===== config.mk =====
export PLATFORM = sky130hd
export DESIGN_NAME = rgb_sequencer
export DESIGN_NICKNAME = d
export VERILOG_FILES = /design/src/rtl/rgb_pkg.sv /design/src/rtl/tick_prescaler.sv /design/src/rtl/rgb_sequencer.sv
export SDC_FILE = /design/constraint.sdc
export NUM_CORES = 1
export LEC_CHECK = 0
export CAP_MARGIN = 20
export CORE_MARGIN = 5
export CORE_UTILIZATION = 55
export DETAILED_ROUTE_END_ITERATION = 16
export PLACE_DENSITY = 0.71
export SYNTH_ARGS = -nofsm -noshare
export SYNTH_HDL_FRONTEND = slang
export SYNTH_SLANG_ARGS = --single-unit

===== constraint.sdc =====
create_clock -name clk -period 7.05 [get_ports clk]
set_clock_uncertainty 0.1 [all_clocks]
set_input_delay 2.115 -clock clk [delete_from_list [all_inputs] [get_ports clk]]
set_output_delay 2.115 -clock clk [all_outputs]
set_load 0.03 [all_outputs]

===== src/rtl/rgb_pkg.sv =====
// Shared types and constants for the RGB phase sequencer.
package rgb_pkg;

    typedef enum logic [1:0] {
        PhIdle  = 2'd0,
        PhRed   = 2'd1,
        PhGreen = 2'd2,
        PhBlue  = 2'd3
    } phase_e;

    localparam int unsigned LEN_RST  = 1;
    localparam logic [7:0]  DUTY_RST = 8'h80;

    // cfg_sel targets line up with the phase encodings of their channel
    localparam logic [1:0] CfgNone  = 2'd0;
    localparam logic [1:0] CfgRed   = 2'd1;
    localparam logic [1:0] CfgGreen = 2'd2;
    localparam logic [1:0] CfgBlue  = 2'd3;

endpackage


===== src/rtl/tick_prescaler.sv =====
// Divides clk by PRESCALE; tick is high on the last cycle of each period.
module tick_prescaler #(
    parameter int unsigned PRESCALE = 1000
) (
    input  logic clk,
    input  logic rst_n,
    input  logic clr,
    input  logic en,
    output logic tick
);

    localparam int unsigned CntW = $clog2(PRESCALE);

    logic [CntW-1:0] cnt_q, cnt_d;

    assign tick = en && (cnt_q == CntW'(PRESCALE - 1));

    always_comb begin
        cnt_d = cnt_q;
        if (clr) begin
            cnt_d = '0;
        end else if (en) begin
            cnt_d = tick ? '0 : cnt_q + CntW'(1);
        end
    end

    always_ff @(posedge clk or negedge rst_n) begin
        if (!rst_n) begin
            cnt_q <= '0;
        end else begin
            cnt_q <= cnt_d;
        end
    end

endmodule


===== src/rtl/rgb_sequencer.sv =====
// Red/green/blue phase sequencer with per-phase tick length and PWM duty.
module rgb_sequencer
    import rgb_pkg::*;
#(
    parameter int unsigned PRESCALE = 1000,
    parameter int unsigned LEN_W    = 16,
    parameter int unsigned DUTY_W   = 8
) (
    input  logic              clk,
    input  logic              rst_n,
    input  logic              sc,
    input  logic              cfg_we,
    input  logic [1:0]        cfg_sel,
    input  logic [LEN_W-1:0]  cfg_len,
    input  logic [DUTY_W-1:0] cfg_duty,
    output logic              busy,
    output logic [1:0]        phase,
    output logic              phase_done,
    output logic              r_out,
    output logic              g_out,
    output logic              b_out
);

    phase_e            state_q, state_d;
    logic [LEN_W-1:0]  sh_len_q  [3];
    logic [DUTY_W-1:0] sh_duty_q [3];
    logic [LEN_W-1:0]  act_len_q;
    logic [DUTY_W-1:0] act_duty_q;
    logic [LEN_W-1:0]  tick_cnt_q;
    logic [DUTY_W-1:0] pwm_cnt_q;
    logic [LEN_W-1:0]  ld_len;
    logic [DUTY_W-1:0] ld_duty;
    logic              tick, expire, phase_chg, pwm_on;

    tick_prescaler #(
        .PRESCALE(PRESCALE)
    ) u_tick_prescaler (
        .clk  (clk),
        .rst_n(rst_n),
        .clr  (phase_chg),
        .en   (busy),
        .tick (tick)
    );

    assign busy   = (state_q != PhIdle);
    // A zero-length phase expires in its first cycle
    assign expire = busy && ((act_len_q == '0) ||
                             (tick && (tick_cnt_q == act_len_q - LEN_W'(1))));

    always_comb begin
        state_d = state_q;
        if (!sc) begin
            state_d = PhIdle;
        end else begin
            unique case (state_q)
                PhIdle:  state_d = PhRed;
                PhRed:   if (expire) state_d = PhGreen;
                PhGreen: if (expire) state_d = PhBlue;
                PhBlue:  if (expire) state_d = PhRed;
                default: state_d = PhIdle;
            endcase
        end
    end

    assign phase_chg = (state_d != state_q);

    // Values latched on entry; a write landing on the entry edge bypasses the shadow
    always_comb begin
        ld_len  = sh_len_q[0];
        ld_duty = sh_duty_q[0];
        for (int i = 0; i < 3; i++) begin
            if (state_d == phase_e'(2'(i + 1))) begin
                ld_len  = sh_len_q[i];
                ld_duty = sh_duty_q[i];
            end
        end
        if (cfg_we && (cfg_sel == 2'(state_d))) begin
            ld_len  = cfg_len;
            ld_duty = cfg_duty;
        end
    end

    always_ff @(posedge clk or negedge rst_n) begin
        if (!rst_n) begin
            for (int i = 0; i < 3; i++) begin
                sh_len_q[i]  <= LEN_W'(LEN_RST);
                sh_duty_q[i] <= DUTY_W'(DUTY_RST);
            end
        end else begin
            for (int i = 0; i < 3; i++) begin
                if (cfg_we && (cfg_sel == 2'(i + 1))) begin
                    sh_len_q[i]  <= cfg_len;
                    sh_duty_q[i] <= cfg_duty;
                end
            end
        end
    end

    always_ff @(posedge clk or negedge rst_n) begin
        if (!rst_n) begin
            state_q    <= PhIdle;
            act_len_q  <= LEN_W'(LEN_RST);
            act_duty_q <= DUTY_W'(DUTY_RST);
            tick_cnt_q <= '0;
            pwm_cnt_q  <= '0;
        end else begin
            state_q <= state_d;
            if (phase_chg) begin
                tick_cnt_q <= '0;
                pwm_cnt_q  <= '0;
                if (state_d != PhIdle) begin
                    act_len_q  <= ld_len;
                    act_duty_q <= ld_duty;
                end
            end else if (busy) begin
                pwm_cnt_q <= pwm_cnt_q + DUTY_W'(1);
                if (tick) begin
                    tick_cnt_q <= tick_cnt_q + LEN_W'(1);
                end
            end
        end
    end

    assign pwm_on     = busy && (act_len_q != '0) && (pwm_cnt_q < act_duty_q);
    assign phase      = 2'(state_q);
    assign phase_done = expire;
    assign r_out      = pwm_on && (state_q == PhRed);
    assign g_out      = pwm_on && (state_q == PhGreen);
    assign b_out      = pwm_on && (state_q == PhBlue);

endmodule


* Word-level counts from Yosys, hierarchy flattened *
Index checks and enable logic that the tools add are counted.

cells by class
  multiplexer cells = 19
  order comparisons = 1
  add/subtract/negate cells = 4
  reductions and logical operators = 22
  equal/unequal tests = 12

operator list
  kind                                                 number
  2-to-1 mux 16 bit                                    6
  2-to-1 mux 8 bit                                     5
  2-to-1 mux 10 bit                                    3
  adder 16 x 1 -> 16 bit (second input constant)       1
  == test 16 bit                                       1
  zero test 16 bit                                     1
  nonzero test 16 bit                                  1
  subtractor 16 x 1 -> 16 bit (second input constant)  1
  == test 2 bit (second input constant)                6
  logical AND 1 bit                                    12
  adder 10 x 1 -> 10 bit (second input constant)       1
  == test 10 bit (second input constant)               1
  adder 8 x 1 -> 8 bit (second input constant)         1
  < comparator 8 bit                                   1
  2-to-1 mux 2 bit                                     4
  one-hot mux 2 bit (4 select lines)                   1
  nonzero test 2 bit                                   4
  == test 2 x 1 -> 1 bit (second input constant)       2
  AND reduction 2 bit                                  2
  == test 2 bit                                        1
  zero test 2 bit                                      1
  inequality test 2 bit                                1
  logical OR 1 bit                                     1

storage, ports and cells
  word-level logic and storage cells = 70
  bits in registers = 132
  input bits = 30

* Longest topological paths before layout *
  word-level depth = 12
  mapped depth = 13
  depth with buffers taken out = 11

* Modules after synthesis *
From an unflattened synthesis, not the netlist that was laid out.

second synthesis, totals
  cell total of the unflattened synthesis = 651
  area total of the unflattened synthesis = 7265.7 um^2

by module, submodules not included
  module          instances  cells each  seq. area each (um^2)  area an instance (um^2)
  rgb_sequencer   1          596         3062.9                 6730.2
  tick_prescaler  1          55          250.2                  535.5

* Worst setup path before layout *
OpenSTA, ideal clock, no wires.

  kind = register -> output
  start = register act_len_q[2]
  end = output port phase_done
  data required time = 4835 ps
  arrival time = 2550 ps
  stages on the path, launching flop included = 8
  slack = 2285 ps
  path buffers = 1
  cell sequence = dfrtp_1 buf_6 nor4_4 mux2i_1 a211oi_4 nor4_4 nand4_2 a21oi_1

between the ends
  word-level cells in the longest chain between the ends = 5

RTL lines
  element                      RTL line              text
  start: declaration           rgb_sequencer.sv:27   logic [LEN_W-1:0] act_len_q;
  start signal: assignment     rgb_sequencer.sv:102  act_len_q <= LEN_W'(LEN_RST);
  start signal: assignment     rgb_sequencer.sv:112  act_len_q <= ld_len;
  subtractor 16 x 1 -> 16 bit  rgb_sequencer.sv:48   (tick && (tick_cnt_q == act_len_q - LEN_W'(1))));
  == test 16 bit               rgb_sequencer.sv:48
  logical AND 1 bit            rgb_sequencer.sv:48
  logical OR 1 bit *           rgb_sequencer.sv:47   assign expire = busy && ((act_len_q == '0) ||
  logical AND 1 bit *          rgb_sequencer.sv:47
  end: declaration             rgb_sequencer.sv:18   output logic phase_done,

Every way passes the cells marked *; elsewhere a longest branch is shown, timed or not.

* Worst setup path after layout *
Same ends and word-level chain as after synthesis.

==> reports/metrics.csv <==
metric,value,unit
fillers,1039,
cp_common_cell,nor4_4,
viasPerCell,6.16,
dieArea,15800,sq um
avgSynthCellArea,11.1,sq um
maxSlewHeadroom,0.279,
period_share,0.846,
rows,42,
final_area,8460,sq um
antenna_left,0,
cts_resized,0,
synthArstFlopShare,1.00,
coreArea,13200,sq um
die_h,126,microns
drc,0,
critical_path_class,reg2out,
ys_warn_count,0,
initial_core_util,0.560,
grt_overflow,0,
areaGrowthSynthToFinish,14.5,%
timing.fmax,168,MHz
portBuffers,36,
start_kind,flip-flop,
max_stage_delay,710,ps
synth_ff_type,dfrtp_1,
cts_buffers,17,
antenna_cells,0,
leakage,3.45,nW
rsz0062_at_grt,no,
syn_area,7390,sq um
syn-num-nets,708,
clk_latency,430,ps
tightest_slew,1080,ps
status,"finished, final reports clean",
arrival,3750,ps
synth_cell_types,65,
dr.pass1.iters,5,
track_usage,0.223,
grt_pass1_vias,5456,
grt_pass1_wl,28400,microns
globalplace.congestion,0.935,
hold_buffers,0,
via_count,5407,
final_cell_mix,"dfrtp_1, mux2_2, nor2_1",
nets,731,
p_per_area,280,nW/um^2
ys_seq_elements,132,
synth-seq-area-share,0.449,
critical_path.cell_chain,nor4_4 > mux2i_1 > a211oi_4 > nor4_4 > nand4_2 > a21oi_1 > clkdlybuf4s50_1,
drt-initial-drc-count,454,
placed_area,7790,sq um
max-cap-violations,0,
fin_crit,5960,ps
dp_hpwl,11100,microns
slew_violations,0,
root_buffer,clkbuf_16,
ioPinCount,37,
cts_num_sinks,132,
synth_edf_count,0,
crit_fanout,10,
peakVddDrop,199,uV
die_x,126,microns
htree_num_levels,4,
regArea,3310,sq um
hold_ws,407,ps
worst_path_max_delay_cell,clkdlybuf4s50_1,
syn_inst,666,
worst_ep_required_time,4840,ps
wl_per_cell,19.5,microns
cts_tree,yes,
final_common_cell,dfrtp_1,
setup_violations,0,
totalWireLength,17100,microns
r2r_slack,2540,ps
drive_gt1_frac,0.238,
grt_max_degree,79,
hold_viol,0,
multiInputGateArea,3760,sq um
fin_tns_setup,0,ps
p_total,2.37,mW
postCtsSetupBuffers,0,
antenna_found_initial,0,
max-clock-path-buffers,2,
end_kind,primary output,
hp-class,reg2reg,
cts.reportedPaths.clkPinSlew,60,ps
==> final timing paths <==
check	start	end	cells past startpoint
worst max-delay path	act_len_q[2]	phase_done	7
worst min-delay path	sh_len_q[6]	sh_len_q[6]	1
worst max register to register	act_len_q[2]	act_len_q[8]	10
worst min register to register	sh_len_q[6]	sh_len_q[6]	1
max in group asynchronous	rst_n	act_len_q[13]	2
min in group asynchronous	rst_n	act_duty_q[2]	1
==> metal layers <==
layer | vias up | track usage | wire (microns)
li1 | 2508 | - | -
met1 | 2729 | 0.305 | 7700
met2 | 145 | 0.353 | 8220
met3 | 25 | 0.0457 | 855
met4 | 0 | 0.0839 | 323
met5 | - | 0 | 0
==> layout make-up <==
type                    count  share of cell area
repair buffers             47              0.0596
multi-input cells         475               0.444
clock buffers              20              0.0528
clock inverters            12              0.0183
well taps                 176              0.0260
flip-flops and latches    132               0.392
inverters                  16             0.00710
==> per-stage QoR <==
stage,worst slack [ps],instances,util
floorplan,2280,666,-
global placement,1670,842,0.588
detailed placement,1560,843,0.590
CTS,1090,875,0.636
global route,926,878,0.641
finish,1090,878,0.641
==> cell families after synthesis <==
logic type	synth area share
buffers and inverters	0.0461
adder cells (fa/ha/maj)	0.0203
flip-flops	0.449
AND/OR/NAND/NOR	0.149
multiplexers	0.116
XOR/XNOR	0.0601
AO/OA/AOI/OAI	0.161
==> worst max-delay path, delay by kind of cell (launching register included) <==
kind	cells	cell delay, ps
AND/OR/NAND/NOR	3	1340
buffers and inverters	1	710
flip-flops	1	480
AO/OA/AOI/OAI	2	420
multiplexers	1	350
==> sequential cells by signal, summed over array words and instances (netlist names) <==
| register | cells |
|---|---|
| act_len_q | 16 |
| sh_len_q | 48 |
| phase | 2 |
| sh_duty_q | 24 |
| pwm_cnt_q | 8 |
| tick_cnt_q | 16 |
| u_tick_prescaler.cnt_q | 10 |
| act_duty_q | 8 |
==> where the power goes <==
part	total [mW]	internal, mW	switching (mW)
Combinational	0.449	0.220	0.230
Clock	0.907	0.566	0.340
Sequential	1.01	0.894	0.116
Total	2.37	1.68	0.687
==> cell usage after synthesis, drive strengths merged (2+ instances only) <==
cell type	count	area share
buf	27	0.030
nor4	7	0.015
and2	5	0.0042
ha	12	0.020
a211oi	4	0.0058
o2111ai	23	0.027
a2bb2oi	2	0.0024
nand3	16	0.011
a21bo	24	0.033
nor2	68	0.036
o21ai	9	0.0061
mux2	72	0.11
a31oi	26	0.024
nor2b	5	0.0042
o211ai	5	0.0051
a21o	6	0.0061
mux2i	3	0.0058
and4	5	0.0059
dfstp	8	0.028
nor4b	6	0.0080
nand4b	4	0.0047
o211a	2	0.0027
nand2	28	0.014
dfrtp	124	0.42
clkbuf	16	0.0081
o22a	23	0.027
nand4	18	0.016
xor2	23	0.027
nand2b	6	0.0051
xnor2	26	0.033
o31ai	2	0.0027
nor3	11	0.0075
nor3b	3	0.0044
and3	8	0.0068
a21oi	11	0.0080
inv	15	0.0076
Power figures use the tool's default switching activity.
